File: src/rtl/pipe_stage_elastic.sv
// Elastic pipeline stage: a DEPTH-entry circular buffer with valid/ready on both
// sides, synchronous flush for squash, occupancy count and a registered drop pulse.
module pipe_stage_elastic #(
    parameter int DATA_W = 64,
    parameter int DEPTH  = 2,
    parameter int CNT_W  = $clog2(DEPTH + 1)
) (
    input  logic              clk_i,
    input  logic              reset_i,
    input  logic              flush_i,
    input  logic              valid_i,
    output logic              ready_o,
    input  logic [DATA_W-1:0] data_i,
    output logic              valid_o,
    input  logic              ready_i,
    output logic [DATA_W-1:0] data_o,
    output logic [CNT_W-1:0]  count_o,
    output logic              drop_o
);

    localparam int               PTR_W      = (DEPTH > 1) ? $clog2(DEPTH) : 1;
    localparam logic [CNT_W-1:0] DEPTH_C    = CNT_W'(DEPTH);
    localparam logic [PTR_W-1:0] LAST_PTR_C = PTR_W'(DEPTH - 1);

    // Explicit compare keeps the wrap correct for non-power-of-two depths.
    function automatic logic [PTR_W-1:0] ptr_next(input logic [PTR_W-1:0] ptr);
        logic [PTR_W-1:0] nxt;
        if (ptr == LAST_PTR_C) begin
            nxt = {PTR_W{1'b0}};
        end else begin
            nxt = ptr + PTR_W'(1);
        end
        return nxt;
    endfunction

    logic [DATA_W-1:0] storage_r [DEPTH];
    logic [PTR_W-1:0]  rd_ptr_r;
    logic [PTR_W-1:0]  wr_ptr_r;
    logic [CNT_W-1:0]  count_r;
    logic              drop_r;

    logic              ready_s;
    logic              valid_s;
    logic              push_s;
    logic              pop_s;
    logic              drop_s;
    logic [CNT_W-1:0]  count_nxt_s;
    logic [DATA_W-1:0] data_s;

    // Handshake decode; ready depends only on the registered count.
    always_comb begin
        ready_s = (count_r < DEPTH_C);
        valid_s = (count_r != {CNT_W{1'b0}}) && !flush_i;
        push_s  = valid_i && ready_s && !flush_i;
        pop_s   = valid_s && ready_i;
        drop_s  = valid_i && !ready_s && !flush_i;
    end

    // Occupancy update: simultaneous push and pop cancel out.
    always_comb begin
        count_nxt_s = count_r;
        case ({push_s, pop_s})
            2'b10:   count_nxt_s = count_r + CNT_W'(1);
            2'b01:   count_nxt_s = count_r - CNT_W'(1);
            default: count_nxt_s = count_r;
        endcase
    end

    // Head payload, masked to zero whenever nothing is presented.
    always_comb begin
        data_s = {DATA_W{1'b0}};
        if (valid_s) begin
            data_s = storage_r[rd_ptr_r];
        end else begin
            data_s = {DATA_W{1'b0}};
        end
    end

    // Pointer, count and drop state; reset outranks flush, flush outranks handshakes.
    always_ff @(posedge clk_i) begin
        if (reset_i) begin
            rd_ptr_r <= {PTR_W{1'b0}};
            wr_ptr_r <= {PTR_W{1'b0}};
            count_r  <= {CNT_W{1'b0}};
            drop_r   <= 1'b0;
        end else if (flush_i) begin
            rd_ptr_r <= {PTR_W{1'b0}};
            wr_ptr_r <= {PTR_W{1'b0}};
            count_r  <= {CNT_W{1'b0}};
            drop_r   <= 1'b0;
        end else begin
            if (push_s) begin
                wr_ptr_r <= ptr_next(wr_ptr_r);
            end
            if (pop_s) begin
                rd_ptr_r <= ptr_next(rd_ptr_r);
            end
            count_r <= count_nxt_s;
            drop_r  <= drop_s;
        end
    end

    // Payload storage; flush leaves contents in place since data_o masks them.
    always_ff @(posedge clk_i) begin
        if (reset_i) begin
            for (int i = 0; i < DEPTH; i++) begin
                storage_r[i] <= {DATA_W{1'b0}};
            end
        end else if (push_s) begin
            storage_r[wr_ptr_r] <= data_i;
        end
    end

    assign ready_o = ready_s;
    assign valid_o = valid_s;
    assign data_o  = data_s;
    assign count_o = count_r;
    assign drop_o  = drop_r;

endmodule

File: config.mk
export PLATFORM = sky130hd
export DESIGN_NAME = pipe_stage_elastic
export DESIGN_NICKNAME = d
export VERILOG_FILES = /design/src/rtl/pipe_stage_elastic.sv
export SDC_FILE = /design/constraint.sdc
export NUM_CORES = 1
export LEC_CHECK = 0
export CORE_MARGIN = 4
export CORE_UTILIZATION = 50
export CTS_BUF_LIST = sky130_fd_sc_hd__clkbuf_4 sky130_fd_sc_hd__clkbuf_8
export DETAILED_ROUTE_END_ITERATION = 16
export PLACE_DENSITY = 0.78
export SKIP_LAST_GASP = 1
export SLEW_MARGIN = 20
export SYNTH_ARGS = -nofsm -noshare
export SYNTH_HDL_FRONTEND = slang
export SYNTH_SLANG_ARGS = --single-unit
File: constraint.sdc
create_clock -name clk_i -period 3.6 [get_ports clk_i]
set_clock_uncertainty 0.1 [all_clocks]
set_input_delay 0.72 -clock clk_i [delete_from_list [all_inputs] [get_ports clk_i]]
set_output_delay 0.72 -clock clk_i [all_outputs]
set_load 0.1 [all_outputs]
## Word-level counts from Yosys, hierarchy flattened

Memory sizes are Yosys's and may differ from the RTL's. A register that Yosys moved wholly into a read port is not among the register bits.
Index checks and enable logic that the tools add are counted.

| cells by class | value |
|---|---|
| $add $sub $neg | 4 |
| magnitude comparators | 1 |
| eq/ne operators | 2 |
| multiplexer cells | 14 |
| reduce and logical (&&, ||, !) cells | 12 |

Operators by type and width:

| kind | count |
|---|---|
| $mux 64 | 2 |
| $reduce_or 64->1 | 1 |
| $mux 1 | 11 |
| $logic_and 1x1->1 | 6 |
| $pmux 2 s2 | 1 |
| $reduce_bool 2->1 | 2 |
| $add 1x1->1 const B | 2 |
| $add 2x1->2 const B | 1 |
| $eq 2x1->1 const B | 1 |
| $eq 2x2->1 const B | 1 |
| $logic_not 1->1 | 2 |
| $lt 2x2->1 const B | 1 |
| $reduce_or 2->1 | 1 |
| $sub 2x1->2 const B | 1 |

| word-level totals | value |
|---|---|
| bits in registers | 5 |
| memory bits (writable) | 128 |
| input port bits | 69 |
| output and inout bits | 69 |
| logic and storage cells | 38 |
| memories kept | 1 |

Memories:

| memory | depth | bits a word | rd ports | clocked after memory_dff | wr ports | line | RTL |
|---|---|---|---|---|---|---|---|
| storage_r | 2 | 64 | 1 | 1 | 2 | 36 | `logic [DATA_W-1:0] storage_r [DEPTH];` |

## Longest topological paths before layout

| depth | value |
|---|---|
| depth in word-level cells | 8 |
| mapped depth | 9 |
| depth with buffers taken out | 8 |

## Least setup slack after synthesis

No wires, ideal clock.

| path | value |
|---|---|
| path type | reg-to-output |
| start point | reg count_r[1], in the netlist count_o[1] |
| end point | out data_o[32] |
| arrival time | 2944 ps |
| data required time | 2780 ps |
| setup slack | -164 ps |
| stages on the path, launching flop included | 6 |
| path buffers | 2 |
| cell sequence | dfxtp_1 nor2_1 or2_1 buf_6 buf_4 nor2_1 |

| between the ends | value |
|---|---|
| word-level cells in the longest chain between the ends | 3 |

RTL lines:

| what | line | RTL |
|---|---|---|
| start, declared | 39 | `logic [CNT_W-1:0] count_r;` |
| start signal, assigned | 84 | `count_r <= {CNT_W{1'b0}};` |
| start signal, assigned | 89 | `count_r <= {CNT_W{1'b0}};` |
| start signal, assigned | 98 | `count_r <= count_nxt_s;` |
| $reduce_bool 2->1 | 53 | `valid_s = (count_r != {CNT_W{1'b0}}) && !flush_i;` |
| $logic_and 1x1->1 | 53 |  |
| $mux 64 | 72 | `if (valid_s) begin` |
| end, declared | 16 | `output logic [DATA_W-1:0] data_o,` |

No other way between the ends.

## Worst setup path in the final report

| path | value |
|---|---|
| start point | in flush_i |
| end point | out data_o[62] |

| between the ends | value |
|---|---|
| word-level cells in the longest chain between the ends | 3 |

RTL lines:

| what | line | RTL |
|---|---|---|
| start, declared | 10 | `input logic flush_i,` |
| $logic_not 1->1 | 53 |  |
| $logic_and 1x1->1 | 53 |  |
| $mux 64 | 72 |  |

No other way between the ends.

==> reports/metrics.json <==
{
  "status": "completed",
  "timing.critical_path.max_delay_family": "buffers and inverters",
  "leakage_uw": 0.003488,
  "drt_first_iter_violations": 210,
  "critPathSlowestCell": "clkdlybuf4s50_1",
  "synthCells": 460,
  "area_of_the_mapped_netlist_um2": 6150,
  "timing_max_transition_violations_final": 0,
  "power.clock.fraction": 0.396,
  "detail-route-antenna-nets": 0,
  "startpoint_type": "input port",
  "pwr-share-seq": 0.499,
  "syn-num-nets": 530,
  "critical_path.endpoint_type": "output port",
  "critical_path_required_ns": 2.78,
  "ctsLongestPathBuffers": 2,
  "max_cap_viol_count": 0,
  "fmax_mhz": 330.1,
  "cp_cell_sequence": "clkdlybuf4s50_1 -> or2_4 -> buf_4 -> nor2_1 -> buf_12",
  "ys_ff_latch": 134,
  "post_cts.resized_instances": 0,
  "boundary_pins": 138,
  "power.share.switching": 0.2220,
  "cts.reportedPaths.clkPinSlew_ns": 0.07,
  "reg2reg_depth": 7,
  "dominantRegCellSynth": "edfxtp_1",
  "max_stage_delay_ns": 0.41,
  "total_die_area_um2": 14140,
  "routabilityCongestion": 0.7601,
  "routed_wire_length_per_instance_um": 17.92,
  "post-route-drc-count": 0,
  "layout-drive-gt1-share": 0.2776,
  "floorplan.die.height_um": 118.9,
  "grt_max_degree": 71,
  "cts_sinks": 134,
  "h-tree-depth": 4,
  "post_synth.cell_area_avg_um2": 13.37,
  "antenna_found_initial": 0,
  "power.total_uw": 3644,
  "timing_worst_slew_pin_value_ns": 0.9703,
  "ys_seq_area_frac": 0.6446,
  "layout_min_cycle_time_ns": 3.030,
  "globalRouteTotalUtil": 0.1969,
  "post-synth-top-area-cell": "edfxtp_1",
  "num-nets-final": 655,
  "placed_cells": 713,
  "cts_hold_repair.buffers": 0,
  "worst-endpoint-arrival_ns": 2.21,
  "clk-insertion-delay-late_ns": 0.44,
  "synthArstFlopShare": 0,
  "min_period_over_period": 0.8416,
  "hold-path-cell-count": 2,
  "die_x_um": 118.9,
  "antenna_cells_inserted": 0,
  "total_switching_power_uw": 809.0,
  "synth_top_area_cells": "edfxtp_1 (63%), and3_1 (13%), mux2i_1 (10%)",
  "post_synth_edffs": 128,
  "rr_endpoint": "count_o[1]",
  "worstPathBufferInverterCount": 3,
  "power.internal_uw": 2835,
  "yosysWarnings": 0,
  "slew_headroom": 0.3511,
  "initial_core_util": 0.5120,
  "place_hpwl_mm": 8.572,
  "gr-total-overflow": 0,
  "route.detailed.vias_per_inst": 5.444,
  "grt_first_pass_wirelength_mm": 21.49,
  "core_area_um2": 12010,
  "setup_violations": 0,
  "setup_ws_ns": 0.5703,
  "worstPathMaxFanout": 18,
  "timing.hold.worst.class": "flip-flop to flip-flop",
  "finalCoreUtilization": 0.7288,
  "first_global_vias": 4293,
  "route.final.wire_length_mm": 13.35,
  "comb_power_share": 0.105,
  "tritoncts": "built",
  "port_buffers": 137,
  "min_from": "rd_ptr_r",
  "slack_of_the_worst_reg_to_reg_path_ns": 1.25,
  "flow.area_growth_from_synthesis_pct": 42.34,
  "final_cells": 745,
  "vdd_ir_drop_max_uv": 301.4,
  "fillers": 774,
  "tritoncts.num_buffers": 17,
  "power_density_nw_per_um2": 416.3,
  "std_cell_rows": 40,
  "hold_viol": 0,
  "clk_root_buffer_cell": "clkbuf_8",
  "first_pass_detailed_route_iteration_total": 5,
  "synth_cell_types": 26,
  "grt_setup_unrepaired": "no",
  "worst-setup-path-type": "input port to output port",
  "post-cts-setup-buffer-count": 0,
  "worst_r2r_startpoint": "count_o[1]",
  "place_ws_ns": 0.5683,
  "via_count": 4056,
  "top_area_cell_type_share_of_the_netlist_area": 0.6250
}
## metrics by stage
stage / TNS (ns) / hold WS, ns / instance area, µm²
final: 0 / 0.4873 / 8753
after global routing: 0 / 0.5368 / 8753
after CTS: 0 / 0.4893 / 8753
after detailed placement: 0 / 0.4710 / 8285
after global placement: 0 / 0.4433 / 8285
after floorplan: -2.157 / 0.4200 / 6267
## cell usage after synthesis (2+ instances only)
cell type	number
edfxtp_1	128
buf_6	17
mux2i_1	64
nor2_1	66
clkbuf_1	14
buf_4	2
and3_1	128
xnor2_1	2
a21o_1	2
dfxtp_1	6
xor2_1	2
nor2b_4	2
nor3_1	4
nor2b_1	2
buf_2	9
o21ai_0	2
## kinds of logic (layout without fill, tap and decap cells)
group,count (synthesis),in the layout,synth area share
AOI/OAI and AO/OA,5,5,0.005290
DFF,134,134,0.6446
adders and majority gates,1,1,0.002034
muxes,64,64,0.1042
and+or+nand+nor,207,207,0.1852
buffers and inverters,45,183,0.05310
xor gates and xnor gates,4,4,0.005698
## worst max path at each step
| stage | slack [ns] | endpoint | cells after the start | start |
|---|---|---|---|---|
| 4_1_cts | 0.56 | data_o[37] | 5 | count_o[1] |
| 6_report | 0.57 | data_o[62] | 5 | flush_i |
| 2_1_floorplan | -0.16 | data_o[32] | 5 | count_o[1] |
| 3_5_place_dp | 0.57 | data_o[37] | 5 | flush_i |
| 5_1_grt | 0.47 | data_o[37] | 5 | count_o[1] |
| 3_3_place_gp | 0.60 | data_o[37] | 5 | flush_i |
## area by class of cell
| cell class | count | area, µm² | area share |
|---|---|---|---|
| Clock buffer | 17 | 234.0 | 0.02673 |
| Timing Repair Buffer | 149 | 2130 | 0.2433 |
| Tap cell | 147 | 183.9 | 0.02101 |
| Multi-Input combinational cell | 281 | 1997 | 0.2281 |
| Clock inverter | 15 | 234.0 | 0.02673 |
| Inverter | 2 | 7.507 | 0.0008576 |
| Sequential cell | 134 | 3968 | 0.4533 |
## per-layer routing
layer	up-vias	part of all wire	wire, µm	GRT usage
met5	-	0	0	0
met3	21	0.063	837	0.06885
met4	0	0.019	257	0.08545
li1	1943	-	-	-
met2	127	0.52	6926	0.3382
met1	1965	0.40	5328	0.2222
## placed cells by master, fill, tap and decap left out, drive strengths merged
cell	n
a211oi	1
a21o	2
and2	1
and3	128
buf	80
bufinv	6
clkbuf	17
clkdlybuf4s50	69
clkinv	6
clkinvlp	3
dfxtp	6
edfxtp	128
ha	1
inv	2
mux2i	64
nand2	1
nor2	66
nor2b	4
nor3	4
nor3b	1
o21ai	2
or2	1
or3	1
xnor2	2
xor2	2
## flip-flops by register name, indices dropped and copies added, names as in the netlist, named ones only
| name | cells |
|---|---|
| wr_ptr_r | 1 |
| drop_o | 1 |
| count_o | 2 |
| storage_r | 128 |
| rd_ptr_r | 1 |
## power groups by stage
stage,logic (µW),clock network [µW],registers (µW)
CTS,385,1470,1820
detailed placement,383,0,1850
global route,407,1540,1830
floorplan,219,0,1850
global placement,374,0,1850
finish,382,1440,1820
## worst register-to-register path, delay by kind of cell (launching register included)
| family | cells | cell delay [ns] |
|---|---|---|
| AOI/OAI and AO/OA | 1 | 0.23 |
| adders and majority gates | 1 | 0.26 |
| buffers and inverters | 1 | 0.13 |
| DFF | 1 | 0.58 |
| and+or+nand+nor | 4 | 0.97 |
(Power assumes the default switching activity.)
==> edit: new RTL, same settings <==
`DEPTH`: 2 -> 4.
--- a/src/rtl/pipe_stage_elastic.sv
+++ b/src/rtl/pipe_stage_elastic.sv
@@ -2,7 +2,7 @@
 // sides, synchronous flush for squash, occupancy count and a registered drop pulse.
 module pipe_stage_elastic #(
     parameter int DATA_W = 64,
-    parameter int DEPTH  = 2,
+    parameter int DEPTH  = 4,
     parameter int CNT_W  = $clog2(DEPTH + 1)
 ) (
     input  logic              clk_i,
Interface: changed (resized count_o); port bits go from 138 to 139. The function was not compared with the original's and may differ.
==> edit against the original RTL <==
  * Highest routed layer is now met5
  * Critical path type is now reg -> out
  * Largest cell class unchanged
  * Sequential power is 96% higher
  * Total power up 82%
  * Wire length up 83%
  * Worst setup slack worse by 0.15 ns
  * Synthesized area increased by 94%
  * First-iteration DRC count is 77% higher
  * Sequential cell count is 132 higher
  * Design area increased by 75%
==> edit: results (changes against the original RTL) <==
Outcome
The run finished with clean final reports.

Global routing
The wire length of the first global-routing pass is 38,900 um (+81%). The largest net degree at the start of global routing is 66 (-7.0%). The all-layer global routing usage was 19.1% (-0.62 points).

Worst setup path
The peak per-stage delay on the critical path is 0.56 ns (+0.15 ns). The data arrival time at the worst-slack endpoint is 2.36 ns (+0.15 ns). Broken down by cell family, the worst path's largest delay share belongs to flip-flops.

The number of cells on the worst reg-to-reg path is 8 (+1). The maximum net fanout on the critical path is 14 (-4). For this design, the slowest cell found on the critical path is sky130_fd_sc_hd__dfxtp_4.

Synth
By area the synthesized netlist is led by sky130_fd_sc_hd__edfxtp_1 (64%), sky130_fd_sc_hd__and2_1 (16%), sky130_fd_sc_hd__mux4_2 (12%). The number of nets produced by synthesis was 822 (+55%). The area share of xor/xnor cells in the synthesized design is 0.147% (-0.42 points). Ranked by instance count, the synthesized netlist is headed by sky130_fd_sc_hd__and2_1 (312), sky130_fd_sc_hd__edfxtp_1 (256), sky130_fd_sc_hd__mux4_2 (64). The compound-gate portion of the synthesized area is 0.314% (-0.21 points). The multiplexer fraction of the synthesized cell area is 12.3% (+1.9 points). The area share of fa/ha/maj cells after synthesis is 0.482% (+0.28 points). The number of distinct library cell variants in the gate-level netlist after synthesis is 31 (+19%).

The number of enable flip-flop cells after synthesis is 256 (+100%).

Final layout
The fraction of final layout cells with drive strength greater than 1 is 26.0% (-1.8 points). The net count reported at finish is 979 (+49%).

STA
The worst-case headroom to the max-slew limit is 34.3% (-0.84 points).

Drt
The met3 layer wire length in the routed design is 1630 um (+95%). The DRC violation total after the first TritonRoute iteration is 372 (+77%). The detailed router used layers up to and including met5. The routed wire length is 24,400 um (+83%).

Place
The routability congestion estimate came to 0.749 (-1.5%). The detailed-placement wirelength estimate was 14,500 um (+70%).

CTS
The total CTS buffers is 44 (+27). The maximum root-to-sink buffer count came to 3 (+1). The deepest level of the CTS H-tree is 2 (-2). The insertion delay of the later-clocked pin in the worst-skew pair is 0.53 ns (+0.09 ns).

Pwr
The reported leakage power is 5.62 nW (+61%).
[edit: cell types whose count changed in the layout (fill, tap and decap cells not counted), sizes merged, moves of 4 or more]
cell and change:
clkbuf +40, mux4 +64, dfxtp +4, inv +7, a21oi +4, mux2i -61
nor2b -4, bufinv -4, nor2 -59, and2 +320, edfxtp +128, and3 -126
buf +9, clkinv +12
[edit: worst paths after layout]
| check | end | slack, ns | from |
|---|---|---|---|
| worst min-delay path | flop | 0.41 | rd_ptr_r[0] |
| worst max-delay path | data_o[20] | 0.42 | flop |
| worst min register to register | flop | 0.41 | rd_ptr_r[0] |
| worst max register to register | count_o[2] | 1.25 | count_o[2] |
[edit: area by class of cell]
type,instances,area (um2)
fill,1609,8120
sequential,266,7900
multi-input combinational,427,3830
timing repair buffer,160,2340
clock buffer,57,703
tap,319,399
clock inverter,23,163
inverter,7,26.3
[edit: power by group]
group / internal (W) / switching [W] / total (W)
clock: 0.00143 / 0.00115 / 0.00258
sequential: 0.00353 / 0.0000350 / 0.00357
combinational: 0.000217 / 0.000268 / 0.000485
[edit: metrics by stage]
stage	area, um2	worst slack (ns)	std cells	total power [W]
6_report	15400	0.417	1259	0.00663
5_1_grt	15400	0.249	1259	0.00690
4_1_cts	15400	0.336	1259	0.00671
3_5_place_dp	14500	0.471	1179	0.00413
3_3_place_gp	14500	0.524	1179	0.00411
2_1_floorplan	12000	0.0126	749	0.00388
[edit: tightest hold or removal path: cells and delay by family (launching register included)]
family / cells / cell delay [ns]
AND/OR/NAND/NOR: 1 / 0.06
flip-flops: 1 / 0.33
multiplexers: 1 / 0.07
[edit: per-layer routing]
layer | up-vias | global-route usage (%)
met5 | - | 0
met4 | 2 | 4.88
met3 | 26 | 4.63
met2 | 194 | 31.6
met1 | 3258 | 25.7
li1 | 3039 | -
[edit: cells by family after synthesis]
logic type,Yosys count
compound gates,7
xor+xnor,2
fa+ha+maj,4
buf+inv,56
flops,266
mux,67
simple gates,347
